--- config.mk ---
export PLATFORM = sky130hd
export DESIGN_NAME = pixel_write_arbiter_flat
export DESIGN_NICKNAME = d
export VERILOG_FILES = /design/src/rtl/pixel_write_arbiter_if.sv /design/src/rtl/pixel_write_arbiter.sv /design/src/flat_wrapper.sv
export SDC_FILE = /design/constraint.sdc
export NUM_CORES = 1
export LEC_CHECK = 0
export ABC_CLOCK_PERIOD_IN_PS = 4800
export CORE_ASPECT_RATIO = 0.75
export CORE_MARGIN = 2
export CORE_UTILIZATION = 27
export DETAILED_ROUTE_END_ITERATION = 6
export PLACE_DENSITY = 0.55
export SETUP_SLACK_MARGIN = 0.15
export SYNTH_ARGS = -nofsm -noshare
export SYNTH_HDL_FRONTEND = slang
export SYNTH_SLANG_ARGS = --single-unit
--- constraint.sdc ---
create_clock -name clock -period 4.8 [get_ports clock]
set_input_delay 0.96 -clock clock [delete_from_list [all_inputs] [get_ports clock]]
set_output_delay 0.96 -clock clock [all_outputs]
set_load 0.05 [all_outputs]
--- src/rtl/pixel_write_arbiter_if.sv ---
// Pixel-write requester bus plus Avalon-MM write master, grouped for the arbiter.
interface pixel_write_arbiter_if #(
  parameter int unsigned NUM_REQ = 4
) ();
  logic [NUM_REQ-1:0]       req_valid;
  logic [NUM_REQ-1:0][31:0] req_address;
  logic [NUM_REQ-1:0][15:0] req_data;
  logic [NUM_REQ-1:0]       req_ready;
  logic [31:0]              m1_address;
  logic [15:0]              m1_writedata;
  logic                     m1_write;
  logic                     m1_waitrequest;

  // Arbiter side: accepts requests, drives the Avalon write master.
  modport master (
    input  req_valid, req_address, req_data, m1_waitrequest,
    output req_ready, m1_address, m1_writedata, m1_write
  );

  // Environment side: shader requesters and the Avalon slave.
  modport slave (
    output req_valid, req_address, req_data, m1_waitrequest,
    input  req_ready, m1_address, m1_writedata, m1_write
  );
endinterface

--- src/rtl/pixel_write_arbiter.sv ---
// Round-robin arbiter funnelling shader pixel writes onto one Avalon-MM write
// master, with zero-bubble back-to-back issue and a stall timeout.
module pixel_write_arbiter #(
  parameter int unsigned NUM_REQ = 4,
  parameter int unsigned TIMEOUT = 1024
) (
  input  logic                  clock,
  input  logic                  reset,
  pixel_write_arbiter_if.master bus,
  input  logic                  error_clear,
  output logic                  error,
  output logic                  busy,
  output logic [31:0]           writes_done
);
  localparam int unsigned PTR_W = $clog2(NUM_REQ);
  localparam int unsigned CNT_W = $clog2(TIMEOUT);

  typedef enum logic {IDLE = 1'b0, WRITE = 1'b1} state_t;

  state_t             state_q, state_d;
  logic [PTR_W-1:0]   ptr_q, ptr_d;
  logic [CNT_W-1:0]   stall_q, stall_d;
  logic [31:0]        addr_q, addr_d;
  logic [15:0]        data_q, data_d;
  logic [31:0]        done_q, done_d;
  logic               err_q, err_d;

  logic [PTR_W-1:0]   sel_idx;
  logic               sel_found;
  logic               stalled_c, timeout_c, capture_en_c;
  logic [NUM_REQ-1:0] grant_c;

  // Rotating priority search starting at ptr.
  always_comb begin
    logic [PTR_W-1:0] cand;
    cand      = '0;
    sel_found = 1'b0;
    sel_idx   = '0;
    for (int unsigned i = 0; i < NUM_REQ; i++) begin
      cand = PTR_W'((32'(ptr_q) + i) % NUM_REQ);
      if (!sel_found && bus.req_valid[cand]) begin
        sel_found = 1'b1;
        sel_idx   = cand;
      end
    end
  end

  // Next-state, capture, completion counting and timeout handling.
  always_comb begin
    state_d  = state_q;
    ptr_d    = ptr_q;
    stall_d  = stall_q;
    addr_d   = addr_q;
    data_d   = data_q;
    done_d   = done_q;
    err_d    = err_q;
    grant_c  = '0;

    stalled_c    = (state_q == WRITE) && bus.m1_waitrequest;
    timeout_c    = stalled_c && (stall_q == CNT_W'(TIMEOUT - 1));
    capture_en_c = ((state_q == IDLE) || !bus.m1_waitrequest) && !timeout_c;

    if (error_clear) err_d = 1'b0;
    if ((state_q == WRITE) && !bus.m1_waitrequest) done_d = done_q + 32'd1;
    if (stalled_c) stall_d = stall_q + CNT_W'(1);

    if (timeout_c) begin
      // Abandon the stuck write; the set below overrides any clear.
      state_d = IDLE;
      stall_d = '0;
      err_d   = 1'b1;
    end else if (capture_en_c) begin
      if (sel_found) begin
        grant_c[sel_idx] = 1'b1;
        state_d = WRITE;
        stall_d = '0;
        ptr_d   = PTR_W'((32'(sel_idx) + 32'd1) % NUM_REQ);
        addr_d  = bus.req_address[sel_idx];
        data_d  = bus.req_data[sel_idx];
      end else begin
        state_d = IDLE;
      end
    end
  end

  // State and datapath registers.
  always_ff @(posedge clock or posedge reset) begin
    if (reset) begin
      state_q <= IDLE;
      ptr_q   <= '0;
      stall_q <= '0;
      addr_q  <= '0;
      data_q  <= '0;
      done_q  <= '0;
      err_q   <= 1'b0;
    end else begin
      state_q <= state_d;
      ptr_q   <= ptr_d;
      stall_q <= stall_d;
      addr_q  <= addr_d;
      data_q  <= data_d;
      done_q  <= done_d;
      err_q   <= err_d;
    end
  end

  assign bus.req_ready    = reset ? '0 : grant_c;
  assign bus.m1_write     = (state_q == WRITE);
  assign bus.m1_address   = addr_q;
  assign bus.m1_writedata = data_q;
  assign busy             = (state_q == WRITE);
  assign error            = err_q;
  assign writes_done      = done_q;
endmodule

--- src/flat_wrapper.sv ---
// flat-port wrapper written by rule: the top's interface ports become plain ports
module pixel_write_arbiter_flat 
#(
  parameter int unsigned NUM_REQ = 4,
  parameter int unsigned TIMEOUT = 1024
)
  (clock, reset, error_clear, error, busy, writes_done, bus_req_valid, bus_req_address, bus_req_data, bus_m1_waitrequest, bus_req_ready, bus_m1_address, bus_m1_writedata, bus_m1_write);
  pixel_write_arbiter_if #(.NUM_REQ(NUM_REQ)) bus_i ();
  input  logic clock;
  input  logic reset;
  input  logic error_clear;
  output logic error;
  output logic busy;
  output logic [31:0] writes_done;
  input wire logic [$bits(bus_i.req_valid)-1:0] bus_req_valid;
  input wire logic [$bits(bus_i.req_address)-1:0] bus_req_address;
  input wire logic [$bits(bus_i.req_data)-1:0] bus_req_data;
  input wire logic [$bits(bus_i.m1_waitrequest)-1:0] bus_m1_waitrequest;
  output wire logic [$bits(bus_i.req_ready)-1:0] bus_req_ready;
  output wire logic [$bits(bus_i.m1_address)-1:0] bus_m1_address;
  output wire logic [$bits(bus_i.m1_writedata)-1:0] bus_m1_writedata;
  output wire logic [$bits(bus_i.m1_write)-1:0] bus_m1_write;
  assign bus_i.req_valid = bus_req_valid;
  assign bus_i.req_address = bus_req_address;
  assign bus_i.req_data = bus_req_data;
  assign bus_i.m1_waitrequest = bus_m1_waitrequest;
  assign bus_req_ready = bus_i.req_ready;
  assign bus_m1_address = bus_i.m1_address;
  assign bus_m1_writedata = bus_i.m1_writedata;
  assign bus_m1_write = bus_i.m1_write;
  pixel_write_arbiter #(.NUM_REQ(NUM_REQ), .TIMEOUT(TIMEOUT)) u_core (.clock(clock), .reset(reset), .bus(bus_i), .error_clear(error_clear), .error(error), .busy(busy), .writes_done(writes_done));
endmodule
==> summary.txt <==
Timing
  – Worst Tran Pin Value: 1.22 ns
  – Final hold violations: 0
  – Final setup fails: 0
  – Slew Viols, Final: 0
  – Post-layout min period: 3.81 ns
  – Slew HR: approximately 18%
  – Clock Skew: 0.0143 ns
  – RSZ-0062 raised after global routing: false
  – Final Cycle Share: 79.5%
  – Fmax: between 200 and 300 MHz
  – Setup TNS: 0 ns

Worst setup path
  – Crit-path cells: clkdlybuf4s50_1 -> nor4_1 -> buf_4 -> or2_2 -> buf_4 -> nor3_1 -> buf_4
  – Critical path class: in -> out
  – Worst EP required: 3.84 ns
  – Slowest CP cell: clkdlybuf4s50_1
  – Buffers and inverters on the worst path: 4
  – Startpoint type of the worst setup path: primary input
  – Top cell family by delay on the critical path: buffers and inverters
  – Critical Path End Type: output pin
  – Crit path DAT: 2.85 ns
  – Worst path max stage delay: 0.72 ns
  – Worst Path Max Fanout: 18
  – Worst path most repeated cell: buf_4

Logic synthesis
  – Top area cells in the synthesized netlist: dfrtp_1, a31oi_1, a221oi_1, nand4_1, nor2_1
  – Synth Instances: 620
  – Post-Syn Area: 0.00546 sq mm
  – Top cell type's share of synthesized area: a little over two fifths
  – Synth cell types: 48
  – Seq cells post-synth: 94
  – Most used DFF post-synth: dfrtp_1
  – Post-synth EDFFs: 0
  – Top-count cell post-synth: dfrtp_1
  – Post-synth top cells: dfrtp_1, nor2_1, a31oi_1
  – Synth Net Count: between 800 and 900
  – Sequential cell area fraction in the yosys report: 43.1%
  – Yosys Warn Count: 0
  – Synth async-reset ratio: 100%
  – Mean Syn Cell Area: 8.80 sq um
  – Yosys top cell by area: dfrtp_1

Power and ir drop
  – Power Dens Cells: approximately 410 mW/mm^2
  – Leak: between 3 and 4 nW
  – IR drop worst, VDD: 0.174 mV

Cells and area
  – Final std cells w/o fill: 1135
  – Synthesis-to-finish area growth: 62.4%
  – N_diodes: 0
  – Fraction of layout cells with a size suffix above 1: under 10%
  – Fin nets: 1074
  – Final Cell Area: 0.00886 sq mm
  – Final Util: 44.2%

Global route
  – GRT Util Overall: approximately 21%
  – Grt ovf: 0
  – Vias in the first global route: 5986
  – Gr busiest metal: met2
  – First-pass GRT wire length: 34400 um
  – Met3 Use GR: 5.70%
  – Met2 usage: 33.9%
  – Initial antenna violation count: 0
  – Largest net degree at the start of global routing: 68
  – Grt met1 use: 27.0%

Drt
  – Via density: 5.18
  – ANT nets after route: 0
  – Via Count: 5881
  – Final wirelength: 22000 um
  – Detailed Routing Iterations Pass 1: 5
  – Remaining DRCs: 0
  – DR iter-0 viols: about 370
  – Drt wl/cell: 19.4 um

CTS
  – TritonCTS Buffers: 9
  – CTS tree: yes
  – Hold_buf cts: 0
  – Clock Path Buffers: 2
  – Clock transition at path regs: 0.06 ns
  – Clk Latency, worst-skew pair: 0.35 ns
  – Postcts setup bufs: 0
  – Clock Sinks: between 90 and 100
  – H-tree Lvls: 3
  – Clk root buf: clkbuf_16
  – Cts repair resizes: 0

Place
  – # port buffers: 286
  – Hpwl dp: ~15000 um
  – Placed standard-cell area: 0.00855 sq mm
  – Post-placement cell count: 1119
  – Routability-driven placement congestion ratio: 0.802

Outcome
  – Status: finished clean

Floorplanning
  – Io pins: 287
  – Die area: 0.0214 sq mm
  – Die Ht: roughly 130 um
  – Cell row count: 45
  – Total core area: 0.0200 sq mm
  – Initial core utilization: a little over a quarter
  – Die Wd: around 170 um

Hold path
  – Hold Path Class: reg -> reg

Job
  – Max cap viols: 0
-- per-layer routing --
layer  up-vias  part of all wire, %
li1       2823                    -
met1      2807                   45
met2       221                   46
met3        30                  7.2
met4         0                  2.4
met5         -                    0
-- cell type report --
type,count,area [sq um]
clock buffers,9,225
fillers,1952,11200
repair buffers,300,2950
well taps,258,323
multi-input cells,458,2890
flip-flops and latches,94,2350
clock inverters,7,90.1
inverters,9,36.3
-- final timing paths --
| kind | startpoint | to | slack [ns] | depth (start not counted) |
|---|---|---|---|---|
| min | u_core.writes_done[31] | u_core.writes_done[31] | 0.48 | 1 |
| min reg2reg | u_core.writes_done[31] | u_core.writes_done[31] | 0.48 | 1 |
| max in group asynchronous | reset | u_core.writes_done[12] | 2.43 | 3 |
| max | bus_req_valid[1] | bus_req_ready[3] | 0.99 | 7 |
| max reg2reg | u_core.writes_done[0] | u_core.writes_done[26] | 2.53 | 5 |
| min in group asynchronous | reset | u_core.writes_done[27] | 1.10 | 2 |
-- sequential cells by signal, indices dropped and copies added (netlist names) --
| name | count |
|---|---|
| u_core.stall_q | 10 |
| u_core.error | 1 |
| u_core.bus.m1_address | 32 |
| u_core.bus.m1_write | 1 |
| u_core.bus.m1_writedata | 16 |
| u_core.ptr_q | 2 |
| u_core.writes_done | 32 |
-- where the power goes --
| part | internal [mW] | leakage, nW | switching (mW) |
|---|---|---|---|
| logic | 0.629 | 2.07 | 1.10 |
| registers | 0.951 | 1.16 | 0.139 |
| clock network | 0.416 | 0.147 | 0.352 |
| total | 2.00 | 3.38 | 1.60 |
-- cell usage in the layout, fill, tap and decap left out, types with 2 or more instances in the layout --
cell type,netlist,routed
nand3b_1,2,2
and4_1,3,3
nor2b_1,5,5
inv_6,0,2
xnor2_1,24,24
nor4_1,8,8
nand2_1,23,23
nand4_1,50,50
nand3_1,11,11
a21oi_1,2,2
buf_4,1,18
o21bai_4,0,2
dfrtp_1,94,94
o21ai_1,3,3
or4_4,2,2
nor2_1,69,68
and3_1,11,11
ha_1,2,2
nor3_1,14,13
a22oi_1,8,8
o21ai_0,48,48
clkbuf_16,0,9
a31oi_1,57,57
clkinvlp_4,0,2
buf_2,4,2
or2_2,2,2
clkdlybuf4s50_1,0,280
a221oi_1,40,40
inv_1,9,8
and2_1,40,40
xor2_1,14,14
-- metrics by stage --
step | hold WS [ns] | worst slack [ns] | power [mW]
2_1_floorplan | 0.507 | 0.201 | 2.13
3_3_place_gp | 0.464 | 1.01 | 2.85
3_5_place_dp | 0.468 | 0.994 | 2.85
4_1_cts | 0.476 | 0.990 | 3.64
5_1_grt | 0.511 | 0.927 | 3.78
6_report | 0.476 | 0.986 | 3.59
-- cells by family (layout without fill, tap and decap cells) --
family / after synthesis / count (layout) / synth area share, %
buf+inv: 68 / 325 / 4.97
flops: 94 / 94 / 43.1
mux: 1 / 1 / 0.206
fa+ha+maj: 2 / 2 / 0.458
xor+xnor: 39 / 39 / 6.40
compound gates: 169 / 169 / 20.6
simple gates: 247 / 247 / 24.3
(Power assumes the default switching activity.)
